`src/rtl/div_f_norm_pack_pkg.sv`:
```
// Shared constants and types for the divider normalize/round/pack block.
package div_f_norm_pack_pkg;

  localparam int unsigned MANT_W_DEF = 27;  // 24 significand bits + guard, round, sticky
  localparam int unsigned EXP_W_DEF  = 10;  // signed biased exponent width
  localparam int unsigned BIAS       = 127;
  localparam int unsigned EXP_MAX    = 255;
  localparam int unsigned FRAC_W     = 23;
  localparam logic [31:0] QNAN       = 32'h7FC0_0000;

  typedef struct packed {
    logic overflow;
    logic underflow;
    logic inexact;
  } flags_t;

  // Assemble an IEEE-754 single from its fields.
  function automatic logic [31:0] pack_f32(input logic sign, input logic [7:0] exp,
                                           input logic [FRAC_W-1:0] frac);
    return {sign, exp, frac};
  endfunction

endpackage

```
`src/rtl/div_f_norm_pack_norm_shift.sv`:
```
// Leading-zero count and left shift that brings the mantissa's leading one to the MSB.
module norm_shift #(
  parameter int unsigned MANT_W = 27,
  parameter int unsigned LZ_W   = 5
) (
  input  logic [MANT_W-1:0] mant,
  output logic [LZ_W-1:0]   lz,
  output logic [MANT_W-1:0] mant_n
);

  logic found;

  // Priority search from the MSB; an all-zero mantissa yields lz = MANT_W.
  always_comb begin
    lz    = LZ_W'(MANT_W);
    found = 1'b0;
    for (int i = int'(MANT_W) - 1; i >= 0; i--) begin
      if (!found && mant[i]) begin
        lz    = LZ_W'(int'(MANT_W) - 1 - i);
        found = 1'b1;
      end
    end
  end

  assign mant_n = mant << lz;

endmodule

```
`src/rtl/div_f_norm_pack.sv`:
```
// Two-stage divider back end: S1 normalizes, S2 rounds (RNE) and packs to IEEE-754 single.
module div_f_norm_pack
  import div_f_norm_pack_pkg::*;
#(
  parameter int unsigned MANT_W = MANT_W_DEF,
  parameter int unsigned EXP_W  = EXP_W_DEF
) (
  input  logic              clk,
  input  logic              rst,
  input  logic              in_valid,
  output logic              in_ready,
  input  logic              in_sign,
  input  logic [EXP_W-1:0]  in_exp,
  input  logic [MANT_W-1:0] in_mant,
  input  logic              in_nan,
  input  logic              in_inf,
  input  logic              in_zero,
  output logic              out_valid,
  input  logic              out_ready,
  output logic [31:0]       out_data,
  output logic [2:0]        out_flags
);

  localparam int unsigned LZ_W  = $clog2(MANT_W + 1);
  localparam int unsigned SIG_W = MANT_W - 3;
  localparam logic signed [EXP_W+1:0] EXP_OVF = (EXP_W+2)'(EXP_MAX);

  // S1 state
  logic              s1_valid;
  logic              s1_sign;
  logic              s1_nan;
  logic              s1_inf;
  logic              s1_zero;
  logic [EXP_W:0]    s1_exp;
  logic [MANT_W-1:0] s1_mant;

  // Normalizer outputs
  logic [LZ_W-1:0]   lz;
  logic [MANT_W-1:0] mant_n;
  logic [EXP_W:0]    exp_n;

  // S2 combinational results
  logic                     s2_ready;
  logic                     lsb, g, r, st, round_up;
  logic [SIG_W:0]           sig_r;
  logic signed [EXP_W+1:0]  exp_r;
  logic [FRAC_W-1:0]        frac;
  logic                     mant_zero, ovf, unf;
  logic [31:0]              res_data;
  flags_t                   res_flags;
  logic                     unused_sig_msb;

  // A stage advances when the next one is empty or emptying this cycle.
  assign s2_ready = !out_valid || out_ready;
  assign in_ready = !s1_valid || s2_ready;

  norm_shift #(
    .MANT_W (MANT_W),
    .LZ_W   (LZ_W)
  ) u_norm_shift (
    .mant   (in_mant),
    .lz     (lz),
    .mant_n (mant_n)
  );

  // Exponent widened by one bit so subtracting lz never wraps.
  assign exp_n = {in_exp[EXP_W-1], in_exp} - (EXP_W+1)'(lz);

  // S2 rounding: round to nearest, ties to even, with carry-out renormalization.
  always_comb begin
    lsb       = s1_mant[3];
    g         = s1_mant[2];
    r         = s1_mant[1];
    st        = s1_mant[0];
    round_up  = g & (r | st | lsb);
    sig_r     = {1'b0, s1_mant[MANT_W-1:3]} + (SIG_W+1)'(round_up);
    exp_r     = {s1_exp[EXP_W], s1_exp} + (EXP_W+2)'(sig_r[SIG_W]);
    frac      = sig_r[SIG_W-2 -: FRAC_W];
    mant_zero = ~|s1_mant;
    ovf       = !exp_r[EXP_W+1] && (exp_r >= EXP_OVF);
    unf       = exp_r[EXP_W+1] || (exp_r == '0);
  end

  // Carry-out leaves the implicit one at bit SIG_W; the hidden bit is never packed.
  assign unused_sig_msb = sig_r[SIG_W-1];

  // S2 packing with special-case priority nan > inf > zero, then range checks.
  always_comb begin
    res_data  = pack_f32(s1_sign, exp_r[7:0], frac);
    res_flags = flags_t'({2'b00, g | r | st});
    if (s1_nan) begin
      res_data  = QNAN;
      res_flags = flags_t'(3'b000);
    end else if (s1_inf) begin
      res_data  = pack_f32(s1_sign, 8'hFF, '0);
      res_flags = flags_t'(3'b000);
    end else if (s1_zero || mant_zero) begin
      res_data  = pack_f32(s1_sign, 8'h00, '0);
      res_flags = flags_t'(3'b000);
    end else if (ovf) begin
      res_data  = pack_f32(s1_sign, 8'hFF, '0);
      res_flags = flags_t'(3'b101);
    end else if (unf) begin
      res_data  = pack_f32(s1_sign, 8'h00, '0);
      res_flags = flags_t'(3'b011);
    end
  end

  // Pipeline valids and the registered output; reset discards in-flight items.
  always_ff @(posedge clk) begin
    if (rst) begin
      s1_valid  <= 1'b0;
      out_valid <= 1'b0;
      out_data  <= '0;
      out_flags <= '0;
    end else begin
      if (in_ready) s1_valid <= in_valid;
      if (s2_ready) out_valid <= s1_valid;
      if (s1_valid && s2_ready) begin
        out_data  <= res_data;
        out_flags <= res_flags;
      end
    end
  end

  // S1 payload capture; qualified by s1_valid so it needs no reset.
  always_ff @(posedge clk) begin
    if (in_valid && in_ready) begin
      s1_sign <= in_sign;
      s1_nan  <= in_nan;
      s1_inf  <= in_inf;
      s1_zero <= in_zero;
      s1_exp  <= exp_n;
      s1_mant <= mant_n;
    end
  end

endmodule

```
`config.mk`:
```
export PLATFORM = sky130hd
export DESIGN_NAME = div_f_norm_pack
export DESIGN_NICKNAME = d
export VERILOG_FILES = /design/src/rtl/div_f_norm_pack_pkg.sv /design/src/rtl/div_f_norm_pack_norm_shift.sv /design/src/rtl/div_f_norm_pack.sv
export SDC_FILE = /design/constraint.sdc
export NUM_CORES = 1
export LEC_CHECK = 0
export ABC_AREA = 0
export CAP_MARGIN = 20
export CORE_MARGIN = 2
export CORE_UTILIZATION = 50
export DETAILED_ROUTE_END_ITERATION = 6
export HOLD_SLACK_MARGIN = 0.05
export PLACE_DENSITY = 0.85
export SYNTH_ARGS = -nofsm -noshare
export SYNTH_HDL_FRONTEND = slang
export SYNTH_SLANG_ARGS = --single-unit
```
`constraint.sdc`:
```
create_clock -name clk -period 5.05 [get_ports clk]
set_input_delay 0.7575 -clock clk [delete_from_list [all_inputs] [get_ports clk]]
set_output_delay 0.7575 -clock clk [all_outputs]
set_load 0.05 [all_outputs]
```
# Yosys cells after proc, flatten, opt, wreduce, memory -nomap -nowiden
# Index checks and enable logic that the tools add are counted.
[totals] ff_bits=79 out_inout_bits=37 inputBits=45
[classes] muxes=63 n_reduce_logical=65 n_lt_le_gt_ge=1 n_addsub=3 n_shift=1 bitwise_logic=5
[op_table] op="two-way mux 5 bit" n=27
[op_table] op="two-way mux 31 bit" n=4
[op_table] op="two-way mux 32 bit" n=1
[op_table] op="logical NOT 1 bit" n=30
[op_table] op="logical AND 1 bit" n=29
[op_table] op="OR reduction 27 bit" n=1
[op_table] op="<< shifter 27 x 5 -> 27 bit" n=1
[op_table] op="two-way mux 1 bit" n=26
[op_table] op="adder 24 x 1 -> 25 bit" n=1
[op_table] op="adder 11 x 2 -> 12 bit" n=1
[op_table] op=">= comparator 12 x 9 -> 1 bit, second input constant" n=1
[op_table] op="logical NOT 12 bit" n=1
[op_table] op="two-way mux 3 bit" n=4
[op_table] op="subtractor 10 x 6 -> 11 bit" n=1
[op_table] op="logical OR 1 bit" n=4
[op_table] op="OR 1 bit" n=4
[op_table] op="two-way mux 2 bit" n=1
[op_table] op="bitwise AND 1 bit" n=1

# Longest topological paths before layout
[depth] word_depth=80 ltp_mapped=21 ltp_nobuf=18

# Hierarchy
# A second synthesis with hierarchy kept.
[hier_totals] cells_unflattened=617 hier_area_um2=5602.9
[by_module_without_submodules] module="div_f_norm_pack" cells_per_inst=355 instances=1 area_per_inst_um2=3836.2
[by_module_without_submodules] module="norm_shift" cells_per_inst=262 instances=1 area_per_inst_um2=1766.7

# Worst setup path before layout
# Ideal clock, no wire load.
[synth_path] path_type="input -> register" from="in in_mant[21]" to="reg s1_exp[7] (data pin)" setup_ns=0.266 t_arrival_ns=3.917 setup_slack_ns=0.867 stages=18 n_path_buf=4 path_cell_list="buf_2 -> or4_4 -> nor4_4 -> buf_6 -> o21ai_1 -> and3_1 -> inv_1 -> clkbuf_1 -> buf_2 -> ha_1 -> nor2b_1 -> o21ai_0 -> nand2b_1 -> a21o_1 -> nand2_1 -> nand2b_1 -> nor3_1 -> xor2_1"
[synth_via] elab_chain_cells=66 word_cells_on_any_way=87 cone_classes="add/sub: 1; mux: 43; reduce/logical: 43"
[synth_rtl] item="start: declaration" line_no="div_f_norm_pack.sv:14" rtl="input logic [MANT_W-1:0] in_mant,"
[synth_rtl] item="logical AND 1 bit *" line_no="div_f_norm_pack_norm_shift.sv:18" rtl="if (!found && mant[i]) begin"
[synth_rtl] item="two-way mux 1 bit" line_no="div_f_norm_pack_norm_shift.sv:18"
[synth_rtl] item="logical NOT 1 bit" line_no="div_f_norm_pack_norm_shift.sv:18"
[synth_rtl] item="logical AND 1 bit" line_no="div_f_norm_pack_norm_shift.sv:18"
[synth_rtl] item="two-way mux 1 bit" line_no="div_f_norm_pack_norm_shift.sv:18"
[synth_rtl] item="logical NOT 1 bit" line_no="div_f_norm_pack_norm_shift.sv:18"
[synth_rtl] item="logical AND 1 bit" line_no="div_f_norm_pack_norm_shift.sv:18"
[synth_rtl] item="two-way mux 1 bit" line_no="div_f_norm_pack_norm_shift.sv:18"
[synth_rtl] item="[51 not listed]"
[synth_rtl] item="logical NOT 1 bit" line_no="div_f_norm_pack_norm_shift.sv:18"
[synth_rtl] item="logical AND 1 bit" line_no="div_f_norm_pack_norm_shift.sv:18"
[synth_rtl] item="two-way mux 1 bit" line_no="div_f_norm_pack_norm_shift.sv:18"
[synth_rtl] item="logical NOT 1 bit" line_no="div_f_norm_pack_norm_shift.sv:18"
[synth_rtl] item="logical AND 1 bit" line_no="div_f_norm_pack_norm_shift.sv:18"
[synth_rtl] item="two-way mux 5 bit *" line_no="div_f_norm_pack_norm_shift.sv:18"
[synth_rtl] item="subtractor 10 x 6 -> 11 bit *" line_no="div_f_norm_pack.sv:67" rtl="assign exp_n = {in_exp[EXP_W-1], in_exp} - (EXP_W+1)'(lz);"
[synth_rtl] item="net exp_n[7]" line_no="div_f_norm_pack.sv:40" rtl="logic [EXP_W:0] exp_n;"
[synth_rtl] item="end signal: assignment" line_no="div_f_norm_pack.sv:133" rtl="s1_exp <= exp_n;"
[synth_rtl] item="end: declaration" line_no="div_f_norm_pack.sv:34" rtl="logic [EXP_W:0] s1_exp;"
# The timed path passes the listed nets; every way through them passes the cells marked *.
# A chain may end at the register's enable or synchronous reset.

# Final worst setup path
[layout_path] from="reg s1_mant[3]" to="reg out_data[3]"
[layout_via] elab_chain_cells=11 word_cells_on_any_way=17 cone_classes="add/sub: 2; order compare: 1; mux: 5; bitwise: 2; reduce/logical: 7"
[layout_rtl] item="start: declaration" line_no="div_f_norm_pack.sv:35" rtl="logic [MANT_W-1:0] s1_mant;"
[layout_rtl] item="start signal: assignment" line_no="div_f_norm_pack.sv:134" rtl="s1_mant <= mant_n;"
[layout_rtl] item="parallel branches: the longest is 8 deep, another holds adder 24 x 1 -> 25 bit"
[layout_rtl] item="two-way mux 31 bit *" line_no="div_f_norm_pack.sv:97" rtl="end else if (s1_zero || mant_zero) begin"
[layout_rtl] item="two-way mux 31 bit *" line_no="div_f_norm_pack.sv:94" rtl="end else if (s1_inf) begin"
[layout_rtl] item="two-way mux 32 bit *" line_no="div_f_norm_pack.sv:91" rtl="if (s1_nan) begin"
[layout_rtl] item="end signal: assignment" line_no="div_f_norm_pack.sv:120" rtl="out_data <= res_data;"
[layout_rtl] item="end: declaration" line_no="div_f_norm_pack.sv:20" rtl="output logic [31:0] out_data,"
# Mark *: on every way between the ends.

==> metrics.yaml <==
yosys:
  ys_seq_area_share_pct: 37.58
  synth_area_leader_cell: "edfxtp_1"
  synth_cells: 617
  synth_edf_count: 42
  yosys_warnings: 0
  ys.flop_type: "edfxtp_1"
  synthTopCellsByCount: "nand2_1 (71), nor2_1 (66), edfxtp_1 (42), o21ai_0 (42), dfxtp_1 (37)"
  synth.distinct_cells: 76
  syn_area_per_cell_um2: 8.635
  syn-num-nets: 671
  synthArstFlopShare_pct: 0
  synth.top_cell.area_share_pct: 23.67
  synth.ff_latch_count: 79
  yosysMostFrequentCell: "nand2_1"
  synthesis.area_mm2: 0.005328
  synth.area.top_cells: "edfxtp_1 (24%), dfxtp_1 (14%), nand2_1 (5.0%), nor2_1 (4.7%), o21ai_0 (3.9%)"
timing:
  fmax_ghz: 0.2252
  tns_ns: 0
  fin_worst_skew_ns: 0.009815
  timing.final.crit_share_pct: 87.93
  setup_violations: 0
  finalWorstPathRequiredPeriod_ns: 4.441
  slew_violations: 0
  fin_ws_ns: 0.6094
  relSlewSlack_pct: 45.90
  hold_ws_ns: 0.4626
  hold_violations: 0
  grt_setup_unrepaired: "no"
  tightestPinTransition_ns: 0.8041
die:
  die_area_mm2: 0.01150
  coreArea_mm2: 0.01032
  die_w_um: 107.2
  die_h_um: 107.2
  boundaryPins: 82
  initial_core_util_pct: 51.61
  rows: 37
setup_path:
  reg2reg_from: "s1_mant[3]"
  slowest_stage: "nand2b_1"
  cp_max_fo: 21
  cp-startpoint: "s1_mant[3]"
  critical_path.endpoint: "out_data[3]"
  slowest_delay_ns: 0.47
  crit_chain: "and2_1 > ha_1 > and3_1 > and3_1 > nand2_1 > nor4_1 > and3_1 > ha_1 > ha_1 > inv_1 > o21ai_0 > a21oi_1 > or4_1 > a21oi_1 > or3_1 > nand2b_1 > o21ai_0"
  worstPathArrival_ns: 4.65
  path_class: "register to register"
  rrSetupSlack_ns: 0.61
  crit_path_start_kind: "register"
  rr_worst_depth: 17
  end_kind: "register"
  cp.required_ns: 5.26
  crit-reg2reg-capture: "out_data[3]"
route:
  via_count: 4999
  drc_errors: 0
  drtAntennaViolNets: 0
  drtIter0Drc: 399
  wl_per_cell_um: 16.84
  viasPerCell: 6.008
  wl_mm: 14.01
  dr.pass1.iters: 5
power:
  leakage_nw: 2.308
  total_power_mw: 1.541
  vdd_ir_drop_max_mv: 0.1511
  p_per_area_mw_per_mm2: 239.4
job:
  max_cap_violations: 0
outcome:
  outcome: "finished, final reports clean"
final_layout:
  antenna_cells: 0
  layout-drive-gt1-share_pct: 8.190
  nNetsFinal: 745
  design_area_mm2: 0.006440
  syn_to_final_growth_pct: 20.88
  fin_util_pct: 62.38
  finalNonFillerCells: 832
clocking:
  cts_setup_buffers: 0
  cts.sinks: 79
  cts-root-buf: "clkbuf_8"
  worst_skew_pair.late_latency_ns: 0.35
  ctsHtreeMaxLevel: 3
  clk_pin_slew_worst_paths_ns: 0.07
  cts_buffers: 9
  cts.repair.resized: 0
  ctsHoldBuffers: 0
  clockBufferDepth: 2
  cts_tree: "built"
placed_design:
  post-place-ws_ns: 0.4498
  place_area_mm2: 0.006241
  dp_cells: 815
  hpwl_mm: 10.85
  numPortBuffers: 81
  place.gp.congestion: 0.9516
worst_hold_path:
  hold_path.class: "register to register"
global_route:
  antenna_found_initial: 0
  overflow: 0
  grtUsageTotal_pct: 25.24
  grt_pass1_vias: 4805
  grt_pass1_wl_mm: 23.28
  grt_max_degree: 43
worst max-delay path, delay by kind of cell (launching register included):
family,cells,cell delay (ns)
adders and majority gates,3,0.68
DFF,1,0.41
and+or+nand+nor,9,2.27
AOI/OAI and AO/OA,4,0.78
buffers and inverters,1,0.14
cells in the final DEF, fill, tap and decap left out, drive strengths merged, types with 8 or more instances in the layout:
| cell type | netlist | final |
|---|---|---|
| a211oi | 9 | 9 |
| buf | 15 | 15 |
| mux2 | 10 | 10 |
| nor2 | 66 | 66 |
| inv | 15 | 15 |
| nor4 | 16 | 16 |
| or4 | 9 | 9 |
| nor3 | 17 | 17 |
| edfxtp | 42 | 42 |
| and3 | 10 | 10 |
| ha | 8 | 8 |
| clkbuf | 18 | 9 |
| a21oi | 32 | 32 |
| clkdlybuf4s50 | 0 | 81 |
| xnor2 | 16 | 16 |
| xor2 | 19 | 19 |
| mux2i | 21 | 21 |
| nand2 | 72 | 72 |
| a21o | 8 | 8 |
| nand3 | 26 | 26 |
| and2 | 11 | 11 |
| dfxtp | 37 | 37 |
| o21ai | 47 | 47 |
power by group:
part	internal (mW)	switching (mW)	total (mW)
sequential	0.725	0.0369	0.762
combinational	0.147	0.200	0.347
clock	0.224	0.208	0.433
kinds of logic after synthesis:
logic type      Yosys count  share of synthesized area (%)
mux                      31                          6.271
simple gates            256                          23.96
flops                    79                          37.58
xor+xnor                 35                          5.754
buf+inv                  48                          4.298
compound gates          159                          19.89
fa+ha+maj                 9                          2.255
layer usage:
layer / GRT usage, % / vias up / wire length (µm)
li1: - / 2423 / -
met1: 32.10 / 2324 / 6027
met2: 42.45 / 215 / 6618
met3: 3.587 / 37 / 882
met4: 11.41 / 0 / 482
met5: 0 / - / 0
cell type report:
class	count	area, µm²
tap	136	170.2
multi-input combinational	490	3097
clock buffer	9	123.9
fill	914	3884
timing repair buffer	96	927.1
sequential	79	2002
inverter	15	56.30
clock inverter	7	63.81
how the worst min path moves through the flow:
stage              endpoint  slack, ns  cells past startpoint         start
3_5_place_dp   out_data[11]       0.45                      2  out_data[11]
6_report       out_data[12]       0.46                      2  out_data[12]
5_1_grt        out_data[12]       0.49                      2  out_data[12]
2_1_floorplan     out_valid       0.50                      2      s1_valid
4_1_cts        out_data[12]       0.46                      2  out_data[12]
3_3_place_gp   out_data[20]       0.44                      2  out_data[20]
sequential cells by signal (all words and copies together), names as in the netlist, 3 cells and up:
register   flops
out_data      32
out_flags      3
s1_exp        11
s1_mant       27
Note: power is estimated with default switching activity, not from simulation.
==> variant 1: new RTL, config.mk and constraints unchanged <==
Register the output `out_flags` once more; this adds one clock of latency there. The other outputs are not delayed to match.
--- a/src/rtl/div_f_norm_pack.sv
+++ b/src/rtl/div_f_norm_pack.sv
@@ -25,4 +25,6 @@
   localparam int unsigned SIG_W = MANT_W - 3;
   localparam logic signed [EXP_W+1:0] EXP_OVF = (EXP_W+2)'(EXP_MAX);
+
+  logic [2:0] out_flags_s0;
 
   // S1 state
@@ -113,5 +115,5 @@
       out_valid <= 1'b0;
       out_data  <= '0;
-      out_flags <= '0;
+      out_flags_s0 <= '0;
     end else begin
       if (in_ready) s1_valid <= in_valid;
@@ -119,5 +121,5 @@
       if (s1_valid && s2_ready) begin
         out_data  <= res_data;
-        out_flags <= res_flags;
+        out_flags_s0 <= res_flags;
       end
     end
@@ -136,4 +138,8 @@
   end
 
+  always_ff @(posedge clk) begin
+    out_flags <= out_flags_s0;
+  end
+
 endmodule
 
Check against the original RTL: not equivalent (Yosys sat finds a counterexample within 4 cycles, from zero or initial values and one cycle with rst high).
==> variant 1 against the original RTL <==
- cell area is 1.1% higher
- sequential share of layout area is 0.58 points higher
- synthesized area hardly changed
- sequential cell count is 3 higher
- wire length is 3.4% higher
- fmax is 1.6% lower
- worst setup slack worse by 73 ps
- total power is 2.1% higher
- critical path type unchanged
- largest cell class unchanged
- highest routed layer unchanged
==> variant 1: results <==
export IMPL_outcome="finished, final reports clean"
export IMPL_hold_path_startpoint="out_flags_s0[2]"
export IMPL_cts_hold_buf=0
export IMPL_ff2ff_setup_slack_ps=540
export IMPL_syn_nets=663
export IMPL_drt_initial_drc_count=443
export IMPL_synth_cell_types=69
export IMPL_yosysSeqAreaShare=0.387
export IMPL_max_vdd_ir_drop_mv=0.137
export IMPL_cpPeakStageDelay_ps=400
export IMPL_ff2ff_path_depth=19
export IMPL_final_layout_size_suffix_gt1_frac=0.0777
export IMPL_whs_ps=362
export IMPL_sequentialPower_mw=0.786
export IMPL_switchingPower_mw=0.478
export IMPL_hold_depth=0
export IMPL_async_flop_share=0
export IMPL_skew_ps=14.4
export IMPL_clock_path_buffers=2
export IMPL_gp_congestion=0.958
export IMPL_post_dp_cell_area_um2=6290
export IMPL_crit_fanout=22
export IMPL_nets=744
export IMPL_place_ws_ps=203
export IMPL_slew_headroom=0.472
export IMPL_gr_usage_all_layers=0.253
export IMPL_grt_pass1_wl_um=23200
export IMPL_power_mw=1.57
export IMPL_max_clock_freq_ghz=0.222
export IMPL_dp_hpwl_um=11200
export IMPL_worstPathArrival_ps=4750
export IMPL_ys_top_cells_by_area="edfxtp_1 (24%), dfxtp_1 (15%), mux2i_1 (5.1%)"
export IMPL_viasPerCell=6.12
export IMPL_p_leak_nw=2.35
export IMPL_grt_max_degree=43
export IMPL_grt_pass1_vias=4789
export IMPL_power_frac_clock=0.281
export IMPL_synthTopCellsByCount="nor2_1 (61), nand2_1 (59), edfxtp_1 (42), o21ai_0 (42), dfxtp_1 (40)"
export IMPL_routed_wl_um=14500
export IMPL_regArea_um2=2060
export IMPL_avgSynthCellArea_um2=8.76
export IMPL_startpoint="s1_mant[3]"
export IMPL_crit_path_end="out_data[10]"
export IMPL_hold_path_endpoint="out_flags[2]"
export IMPL_nFillCells=901
export IMPL_slowest_stage="edfxtp_1"
export IMPL_diodes=0
export IMPL_final_cells=831
export IMPL_place_inst=814
-- variant 1: logic make-up after synthesis --
family,after synthesis,share of synthesized area
buffers and inverters,43,0.0366
AND/OR/NAND/NOR,245,0.224
flip-flops,82,0.387
adder cells (fa/ha/maj),9,0.0225
AO/OA/AOI/OAI,162,0.206
XOR/XNOR,34,0.0558
multiplexers,34,0.0676
-- variant 1: layer usage --
metal  vias up  track usage  part of all wire
met4         0        0.122             0.034
li1       2438            -                 -
met3        39       0.0248             0.067
met5         -            0                 0
met1      2358        0.319              0.42
met2       248        0.434              0.48
-- variant 1: final cells by class --
class,count,area share
Tap cell,136,0.0261
Clock inverter,5,0.00576
Sequential cell,82,0.317
Clock buffer,11,0.0233
Inverter,19,0.0113
Timing Repair Buffer,94,0.140
Multi-Input combinational cell,484,0.476
-- variant 1: what timing repair did --
action / CTS / global route
hold endpoints to repair: 0 / 0
resized for setup: 0 / 2
endpoints found under the setup margin: 0 / 23
==> variant 2: new RTL, same flow settings <==
Made on the original files. The package constant `EXP_W_DEF` goes from 10 to 12.
--- a/src/rtl/div_f_norm_pack_pkg.sv
+++ b/src/rtl/div_f_norm_pack_pkg.sv
@@ -3,5 +3,5 @@
 
   localparam int unsigned MANT_W_DEF = 27;  // 24 significand bits + guard, round, sticky
-  localparam int unsigned EXP_W_DEF  = 10;  // signed biased exponent width
+  localparam int unsigned EXP_W_DEF  = 12;  // signed biased exponent width
   localparam int unsigned BIAS       = 127;
   localparam int unsigned EXP_MAX    = 255;
Ports: changed (resized in_exp); port bits go from 82 to 84. The function was not compared with the original's and may differ.
==> variant 2 against the original RTL <==
- sequential share of layout area is 0.20 points higher
- wire length is 6.1% higher
- largest cell class unchanged
- cell area increased by 2.3%
- worst setup slack lost 180 ps
- synthesized area up 0.16%
- sequential cell count up 2
- critical path depth increased by 3
- final cell count shrank 0.96%
- global-route usage is 0.69 points higher
- total power is 5.7% higher
==> variant 2: results <==
export IMPL_outcome="finished, final reports clean"
export IMPL_synthAdderAreaFrac=0.0225
export IMPL_nets=739
export IMPL_final_layout_size_suffix_gt1_frac=0.0887
export IMPL_skew_ps=12.5
export IMPL_p_leak_nw=2.30
export IMPL_ys_top_cells_by_area="edfxtp_1 (25%), dfxtp_1 (14%), nor2_1 (4.7%)"
export IMPL_synth_compound_area_share=0.221
export IMPL_drt_initial_drc_count=415
export IMPL_gp_congestion=1.05
export IMPL_p_comb_mw=0.355
export IMPL_dp_hpwl_um=11600
export IMPL_worst_slew_pin_slew_ps=958
export IMPL_cpPeakStageDelay_ps=410
export IMPL_syn_nets=649
export IMPL_synth_xor_area_frac=0.0640
export IMPL_grt_pass1_wl_um=23500
export IMPL_max_vdd_ir_drop_mv=0.157
export IMPL_synth_edf_count=44
export IMPL_grt_max_degree=45
export IMPL_yosysSeqAreaShare=0.386
export IMPL_slowest_stage="edfxtp_1"
export IMPL_synth_warnings=0
export IMPL_drt_pre_antenna_iters=5
export IMPL_reg_largest_list="out_data x32, s1_mant x27, s1_exp x13"
export IMPL_cts_root_buf="clkbuf_8"
export IMPL_seq_power_share=0.480
export IMPL_worstPathArrival_ps=4850
export IMPL_nFillCells=847
export IMPL_synth_cell_types=75
export IMPL_via_count=5111
export IMPL_crit_fanout=18
export IMPL_cts_buffers=9
export IMPL_insertion_delay_ps=360
export IMPL_clkTransAtPathRegs_ps=80
export IMPL_gr_usage_all_layers=0.259
export IMPL_post_dp_cell_area_um2=6370
export IMPL_routedWlPerCell_um=18.0
export IMPL_cts_resized=0
export IMPL_htreeDepth=3
export IMPL_synthTopCellsByCount="nor2_1 (67), nand2_1 (59), edfxtp_1 (44)"
export IMPL_async_flop_share=0
export IMPL_synth_mux_area_frac=0.0377
export IMPL_p_int_mw=1.17
export IMPL_postCtsSetupBuffers=0
export IMPL_grt_pass1_vias=4718
export IMPL_clock_path_buffers=2
export IMPL_io_buffers=83
export IMPL_crit_family="simple AND/OR/NAND/NOR gates"
variant 2: cell types whose count changed after synthesis, sizes merged, moves of 5 or more:
cell | unedited run | this run
a221oi | 4 | 12
nand2 | 72 | 59
mux2 | 10 | 1
clkbuf | 18 | 11
o21ai | 47 | 35
and2 | 11 | 6
o211ai | 7 | 2
a22oi | 6 | 17
variant 2: path summary, 6_finish.rpt:
| kind | start | endpoint | slack [ps] | cells past startpoint |
|---|---|---|---|---|
| worst min register to register | out_data[14] | out_data[14] | 460 | 2 |
| worst max register to register | s1_mant[3] | out_data[17] | 430 | 20 |
| worst min-delay path | out_data[14] | out_data[14] | 460 | 2 |
| worst max-delay path | s1_mant[3] | out_data[17] | 430 | 20 |
variant 2: metal layers:
layer  track usage  routed length, µm  share of wire  up-vias
met1         0.314               6000           0.40     2372
met3        0.0478               1080          0.073       48
met2         0.434               7090           0.48      264
met4         0.144                691          0.046        0
met5             0                  0              0        -
li1              -                  -              -     2427
variant 2: logic make-up (layout without fill, tap and decap cells):
kind of cell | Yosys count | count (layout)
xor+xnor | 39 | 39
buf+inv | 35 | 130
fa+ha+maj | 9 | 9
compound gates | 164 | 164
flops | 81 | 81
mux | 20 | 20
simple gates | 245 | 245
variant 2: cell type report:
class                           instances  share of cell area
Clock buffer                           10              0.0194
Clock inverter                          6              0.0125
Inverter                               13             0.00778
Multi-Input combinational cell        477               0.475
Sequential cell                        81               0.313
Tap cell                              136              0.0258
Timing Repair Buffer                  101               0.147
variant 2: metrics by stage:
stage	std cells	worst slack, ps	util	power (mW)	hold slack, ps
after CTS	823	214	0.637	1.63	462
final	824	433	0.638	1.63	457
after detailed placement	807	213	0.617	1.14	447
after global placement	807	335	0.617	1.13	438
after global routing	824	7.75	0.638	1.69	484
after floorplan	593	579	-	1.00	496
